<file path="src/rtl/vga_pkg.sv">
// Shared CSR map, bus widths and FSM state type for the VGA frame sequencer.
// Consumed by vga_frame_sequencer via import vga_pkg::*.
package vga_pkg;

  localparam int MM_CSR_ADDR_WIDTH = 4;
  localparam int MM_CSR_DATA_WIDTH = 32;

  localparam logic [MM_CSR_ADDR_WIDTH-1:0] VGA_STREAM_RESTART_REG = 4'd3;

  localparam logic [MM_CSR_ADDR_WIDTH-1:0] SEQ_CTRL_REG   = 4'd0;
  localparam logic [MM_CSR_ADDR_WIDTH-1:0] SEQ_STATUS_REG = 4'd1;
  localparam logic [MM_CSR_ADDR_WIDTH-1:0] SEQ_MISSED_REG = 4'd2;

  typedef enum logic [1:0] {
    IDLE  = 2'd0,
    WRITE = 2'd1,
    DONE  = 2'd2,
    ABORT = 2'd3
  } vga_seq_state_t;

endpackage

</file>
<file path="src/rtl/vga_frame_sequencer.sv">
// Issues a stream-restart CSR write to the frame buffer mux per frame.
// Optional missed-vsync counter enabled by defining VGA_SEQ_MISSED_CNT_EN.
module vga_frame_sequencer
  import vga_pkg::*;
#(
  parameter logic [MM_CSR_ADDR_WIDTH-1:0] MUX_CSR_ADDRESS = VGA_STREAM_RESTART_REG,
  parameter int unsigned TIMEOUT_CYCLES = 1024
) (
  input  logic                         clk,
  input  logic                         reset,
  input  logic                         vsync_start,
  input  logic                         cpu_write,
  input  logic                         cpu_read,
  input  logic [MM_CSR_ADDR_WIDTH-1:0] cpu_address,
  input  logic [MM_CSR_DATA_WIDTH-1:0] cpu_writedata,
  output logic [MM_CSR_DATA_WIDTH-1:0] cpu_readdata,
  output logic                         mux_write,
  output logic [MM_CSR_ADDR_WIDTH-1:0] mux_address,
  output logic [MM_CSR_DATA_WIDTH-1:0] mux_writedata,
  input  logic                         mux_waitrequest
);

  localparam logic [15:0] TMO_LAST = 16'(TIMEOUT_CYCLES - 1);

  vga_seq_state_t state, state_nxt;

  logic        auto_en;
  logic        pending_req;
  logic        err;
  logic [15:0] frame_cnt;
  logic [15:0] tmo_cnt;

  logic go;
  logic tmo_hit;
  logic busy;
  logic sel_ctrl, sel_status, sel_missed;
  logic wr_ctrl, wr_status;
  logic oneshot;
  logic [MM_CSR_DATA_WIDTH-1:0] rd_mux;
  logic unused_wdata;

  assign sel_ctrl   = cpu_address == SEQ_CTRL_REG;
  assign sel_status = cpu_address == SEQ_STATUS_REG;
  assign sel_missed = cpu_address == SEQ_MISSED_REG;

  assign wr_ctrl   = cpu_write && sel_ctrl;
  assign wr_status = cpu_write && sel_status;
  assign oneshot   = wr_ctrl && cpu_writedata[1];

  assign go = (state == IDLE) &&
              ((auto_en && vsync_start) || pending_req);

  assign tmo_hit = tmo_cnt == TMO_LAST;
  assign busy    = (state != IDLE) || pending_req;

  assign unused_wdata = ^{cpu_writedata[31], cpu_writedata[29:2]};

  // State register
  always_ff @(posedge clk) begin
    if (reset) state <= IDLE;
    else       state <= state_nxt;
  end

  // Next-state logic
  always_comb begin
    state_nxt = state;
    unique case (state)
      IDLE:  if (go) state_nxt = WRITE;
      WRITE: begin
        if (!mux_waitrequest) state_nxt = DONE;
        else if (tmo_hit)     state_nxt = ABORT;
      end
      DONE:    state_nxt = IDLE;
      ABORT:   state_nxt = IDLE;
      default: state_nxt = IDLE;
    endcase
  end

  // Output logic
  always_comb begin
    mux_write     = state == WRITE;
    mux_address   = MUX_CSR_ADDRESS;
    mux_writedata = MM_CSR_DATA_WIDTH'(1);
  end

  // Counter is held at zero outside WRITE, so it is clear on entry
  always_ff @(posedge clk) begin
    if (reset)               tmo_cnt <= '0;
    else if (state == WRITE) tmo_cnt <= tmo_cnt + 16'd1;
    else                     tmo_cnt <= '0;
  end

  always_ff @(posedge clk) begin
    if (reset)        auto_en <= 1'b0;
    else if (wr_ctrl) auto_en <= cpu_writedata[0];
  end

  // A oneshot coinciding with a launch merges into it
  always_ff @(posedge clk) begin
    if (reset)        pending_req <= 1'b0;
    else if (go)      pending_req <= 1'b0;
    else if (oneshot) pending_req <= 1'b1;
  end

  always_ff @(posedge clk) begin
    if (reset)                   err <= 1'b0;
    else if (state == ABORT)     err <= 1'b1;
    else if (wr_status &&
             cpu_writedata[30])  err <= 1'b0;
  end

  always_ff @(posedge clk) begin
    if (reset)              frame_cnt <= '0;
    else if (state == DONE) frame_cnt <= frame_cnt + 16'd1;
  end

`ifdef VGA_SEQ_MISSED_CNT_EN
  logic [15:0] missed_cnt;
  logic        miss_evt;
  logic        wr_missed;

  assign wr_missed = cpu_write && sel_missed;
  assign miss_evt  = vsync_start && auto_en &&
                     ((state != IDLE) || pending_req);

  always_ff @(posedge clk) begin
    if (reset)          missed_cnt <= '0;
    else if (wr_missed) missed_cnt <= '0;
    else if (miss_evt &&
             missed_cnt != 16'hFFFF)
      missed_cnt <= missed_cnt + 16'd1;
  end
`endif

  always_comb begin
    rd_mux = '0;
    unique case (1'b1)
      sel_ctrl:   rd_mux[0] = auto_en;
      sel_status: rd_mux = {busy, err, 14'd0, frame_cnt};
`ifdef VGA_SEQ_MISSED_CNT_EN
      sel_missed: rd_mux[15:0] = missed_cnt;
`else
      sel_missed: rd_mux = '0;
`endif
      default:    rd_mux = '0;
    endcase
  end

  always_ff @(posedge clk) begin
    if (reset)         cpu_readdata <= '0;
    else if (cpu_read) cpu_readdata <= rd_mux;
  end

endmodule
</file>
<file path="config.mk">
export PLATFORM = sky130hd
export DESIGN_NAME = vga_frame_sequencer
export DESIGN_NICKNAME = d
export VERILOG_FILES = /design/src/rtl/vga_pkg.sv /design/src/rtl/vga_frame_sequencer.sv
export SDC_FILE = /design/constraint.sdc
export NUM_CORES = 1
export LEC_CHECK = 0
export ABC_CLOCK_PERIOD_IN_PS = 1500
export CORE_UTILIZATION = 39
export CTS_CLUSTER_SIZE = 8
export DETAILED_ROUTE_END_ITERATION = 12
export PLACE_DENSITY = 0.79
export RECOVER_POWER = 100
export SLEW_MARGIN = 20
export SYNTH_ARGS = -nofsm -noshare
export SYNTH_HDL_FRONTEND = slang
export SYNTH_SLANG_ARGS = --single-unit
</file>
<file path="constraint.sdc">
create_clock -name clk -period 1.5 [get_ports clk]
set_input_delay 0.225 -clock clk [delete_from_list [all_inputs] [get_ports clk]]
set_output_delay 0.225 -clock clk [all_outputs]
set_load 0.01 [all_outputs]
</file>
==> impl_metrics.tcl <==
set metrics [dict create \
    status "complete, but fails checks" \
    failing_checks "design-rule violations" \
    remaining_drcs 2 \
    initialDrtViolationCount 62 \
    drt_first_pass_iters 12 \
    critical_path.endpoint_type "flop" \
    power_per_cell_area_nw_per_um2 768 \
    detail_route.wirelength_um 5280 \
    cts_tree "yes" \
    cts.clk_slew.worst_paths_ns 0.10 \
    period_needed_ns 1.49 \
    timing.final.hold_violations 0 \
    finalSetupViolCount 0 \
    place_hpwl_um 3680 \
    core_area_um2 6460 \
    port_buffers 31 \
    synth.top_cells.by_area "sky130_fd_sc_hd__dfxtp_1 41%, sky130_fd_sc_hd__buf_4 14%, sky130_fd_sc_hd__nor2_1 6.1%" \
    critical_path_startpoint_category "flop" \
    arrival_time_at_the_worst_endpoint_ns 1.72 \
    initial_antenna_violation_count 0 \
    drt-vias-per-instance 4.85 \
    synthesis.area_per_instance_um2 8.48 \
    postSynthCellCount 314 \
    timing.final.max_slew_violations 0 \
    layout_worst_path_cycle_share_pct 99.0 \
    grt_first_pass_wirelength_um 8390 \
    ys.flop_type "sky130_fd_sc_hd__dfxtp_1" \
    synthArstFlopShare_pct 0 \
    num_vias 2181 \
    num_io_pins 111 \
    total_internal_power_mw 1.92 \
    grt_pass1_vias 1857 \
    pwr-share-clk_pct 35.9 \
    fmax_ghz 0.673 \
    dieArea_um2 7160 \
    clkSinkCount 55 \
    startpoint_of_the_worst_setup_timing_path "state[0]" \
    number_of_enable_flip_flop_cells_after_synthesis 0 \
    initial_core_util_pct 41.2 \
    design_power_total_mw 2.50 \
    rrSetupSlack_ns 0.01 \
    synth_cell_type_count 36 \
    floorplan.die.width_um 84.6 \
    timing.hold.worst.start "tmo_cnt[0]" \
    area_growth_syn_to_layout_pct 22.5 \
    cts.htree.levels 2 \
    seq_power_share_pct 58.4 \
    final_routed_wire_length_divided_by_cell_count_um 11.7 \
    critical_path_required_ns 1.73 \
    timing.max_cap.violations 0 \
    combPwrFrac_pct 5.7 \
    synth_top_cell_by_area "sky130_fd_sc_hd__dfxtp_1" \
    portion_of_synthesized_cell_area_occupied_by_the_leading_cell_type_pct 41.4 \
    die_height_um 84.6 \
    core.rowCount 29 \
    detail-route-antenna-nets 0 \
    yosysSeqAreaShare_pct 41.4 \
    share_of_post_route_cells_with_drive_strength_above_1_pct 19.6 \
    cts-root-to-sink-buffers 2 \
    synth.top_cells.by_count "55 x sky130_fd_sc_hd__dfxtp_1, 50 x sky130_fd_sc_hd__buf_4, 43 x sky130_fd_sc_hd__nor2_1" \
    final_net_count 416 \
    timing_worst_setup_path_type "flop to flop" \
    crit-reg2reg-launch "state[0]" \
    timing.clock.skew_ns 0.0130 \
    gpl.final_weighted_congestion 0.796 \
    setup_slack_ns 0.0143 \
    clk-insertion-delay-late_ns 0.31 \
    numCtsBuffers 5 \
    synthesis.yosys.warnings 0 \
    grt_setup_unrepaired "true" \
    worst-path-max-fanout 7 \
    synth_area_um2 2660 \
    n_antenna_cell 0 \
    pin_count_of_the_biggest_net_entering_global_routing 39 \
    global_route.overflow_total 0 \
    placed_area_um2 3070 \
    fin_tns_setup_ns 0 \
    cts_root_buf "sky130_fd_sc_hd__clkbuf_8" \
    hold_ws_ns 0.445 \
    netSwitchingFraction_pct 23.1 \
    yosys.cell_count.top_type "sky130_fd_sc_hd__dfxtp_1" \
    synth_seq_cells 55 \
    vdd_drop_max_mv 0.578 \
    min-delay-path-class "flop to flop" \
    grt.total_usage_pct 14.2 \
    finish.instance_area_um2 3260 \
    pre_cts_slack_ns -0.134 \
    power.leakage_nw 1.26 \
    fill_count 578 \
    power.net_switching_mw 0.579 \
]
[what timing repair did]
item | in CTS | in global routing
resized for setup | 6 | 17
setup buffers | 3 | 1
setup endpoints to repair | 7 | 13
gates cloned | 0 | 0
pin swaps | 3 | 9
hold buffers | 0 | 0
[state kept, by name, indices dropped and copies added (netlist names)]
name          flops
auto_en           1
err               1
tmo_cnt          16
pending_req       1
cpu_readdata     18
frame_cnt        16
state             2
[layout by cell type, fill, tap and decap left out, drive strengths merged]
cell type and n:
dfxtp 55, conb 50, nor2 43, buf 32
a21oi 30, clkdlybuf4s50 29, nor2b 17, nand2 13
xnor2 12, nand3 10, nand4 9, xor2 8
nor3 8, clkbuf 7, or3 7, o21ai 6
nor4 5, inv 4, and3 4, nand2b 3
o31ai 3, and4 2, or4 2, mux2i 2
ha 2, mux2 1, nand3b 1, and4b 1
a41oi 1, a22oi 1, or2 1, nor4b 1
clkinvlp 1, dlymetal6s2s 1, dlygate4sd2 1
[routing by layer]
layer / GRT usage (%) / routed length (µm)
met5: 0 / 0
met4: 4.31 / 59
met3: 2.75 / 241
met2: 24.9 / 2580
met1: 17.5 / 2400
[power groups by stage]
stage          combinational [mW]  clock [mW]  sequential [mW]
2_1_floorplan               0.182           0             1.50
3_3_place_gp                0.139           0             1.50
3_5_place_dp                0.140           0             1.50
4_1_cts                     0.141       0.916             1.46
5_1_grt                     0.156       0.966             1.46
6_report                    0.143       0.899             1.46
[area by class of cell]
type	instances	area [µm²]	share of cell area [%]
multi-input combinational	243	1350	41.4
sequential	55	1130	34.5
timing repair buffer	63	568	17.4
clock buffer	7	96.3	2.96
tap	77	96.3	2.96
inverter	4	15.0	0.461
clock inverter	1	7.51	0.230
[stage by stage]
stage                     instances  utilization [%]
final                           450             50.5
after global routing            450             50.5
after CTS                       449             49.6
after detailed placement        438             47.5
after global placement          438             47.5
after floorplan                 362                -
[path summary, 6_finish.rpt]
check	endpoint	cells after the start
worst min register to register	tmo_cnt[0]	1
worst min-delay path	tmo_cnt[0]	1
worst max-delay path	frame_cnt[15]	4
worst max register to register	frame_cnt[15]	4
[critical path: stages, from the launching register on]
cell,delay (ns)
sky130_fd_sc_hd__dfxtp_2,0.37
sky130_fd_sc_hd__and4b_1,0.30
sky130_fd_sc_hd__nand2_1,0.11
sky130_fd_sc_hd__or4_1,0.48
sky130_fd_sc_hd__a21oi_1,0.15
[kinds of logic after synthesis]
| kind of cell | after synthesis | share of synthesized area, % |
|---|---|---|
| AOI/OAI and AO/OA | 41 | 8.23 |
| xor gates and xnor gates | 20 | 6.58 |
| adders and majority gates | 2 | 0.940 |
| buffers and inverters | 64 | 16.2 |
| DFF | 55 | 41.4 |
| muxes | 3 | 1.18 |
| other | 2 | 0.282 |
| and+or+nand+nor | 127 | 25.2 |
Power figures use the tool's default switching activity.
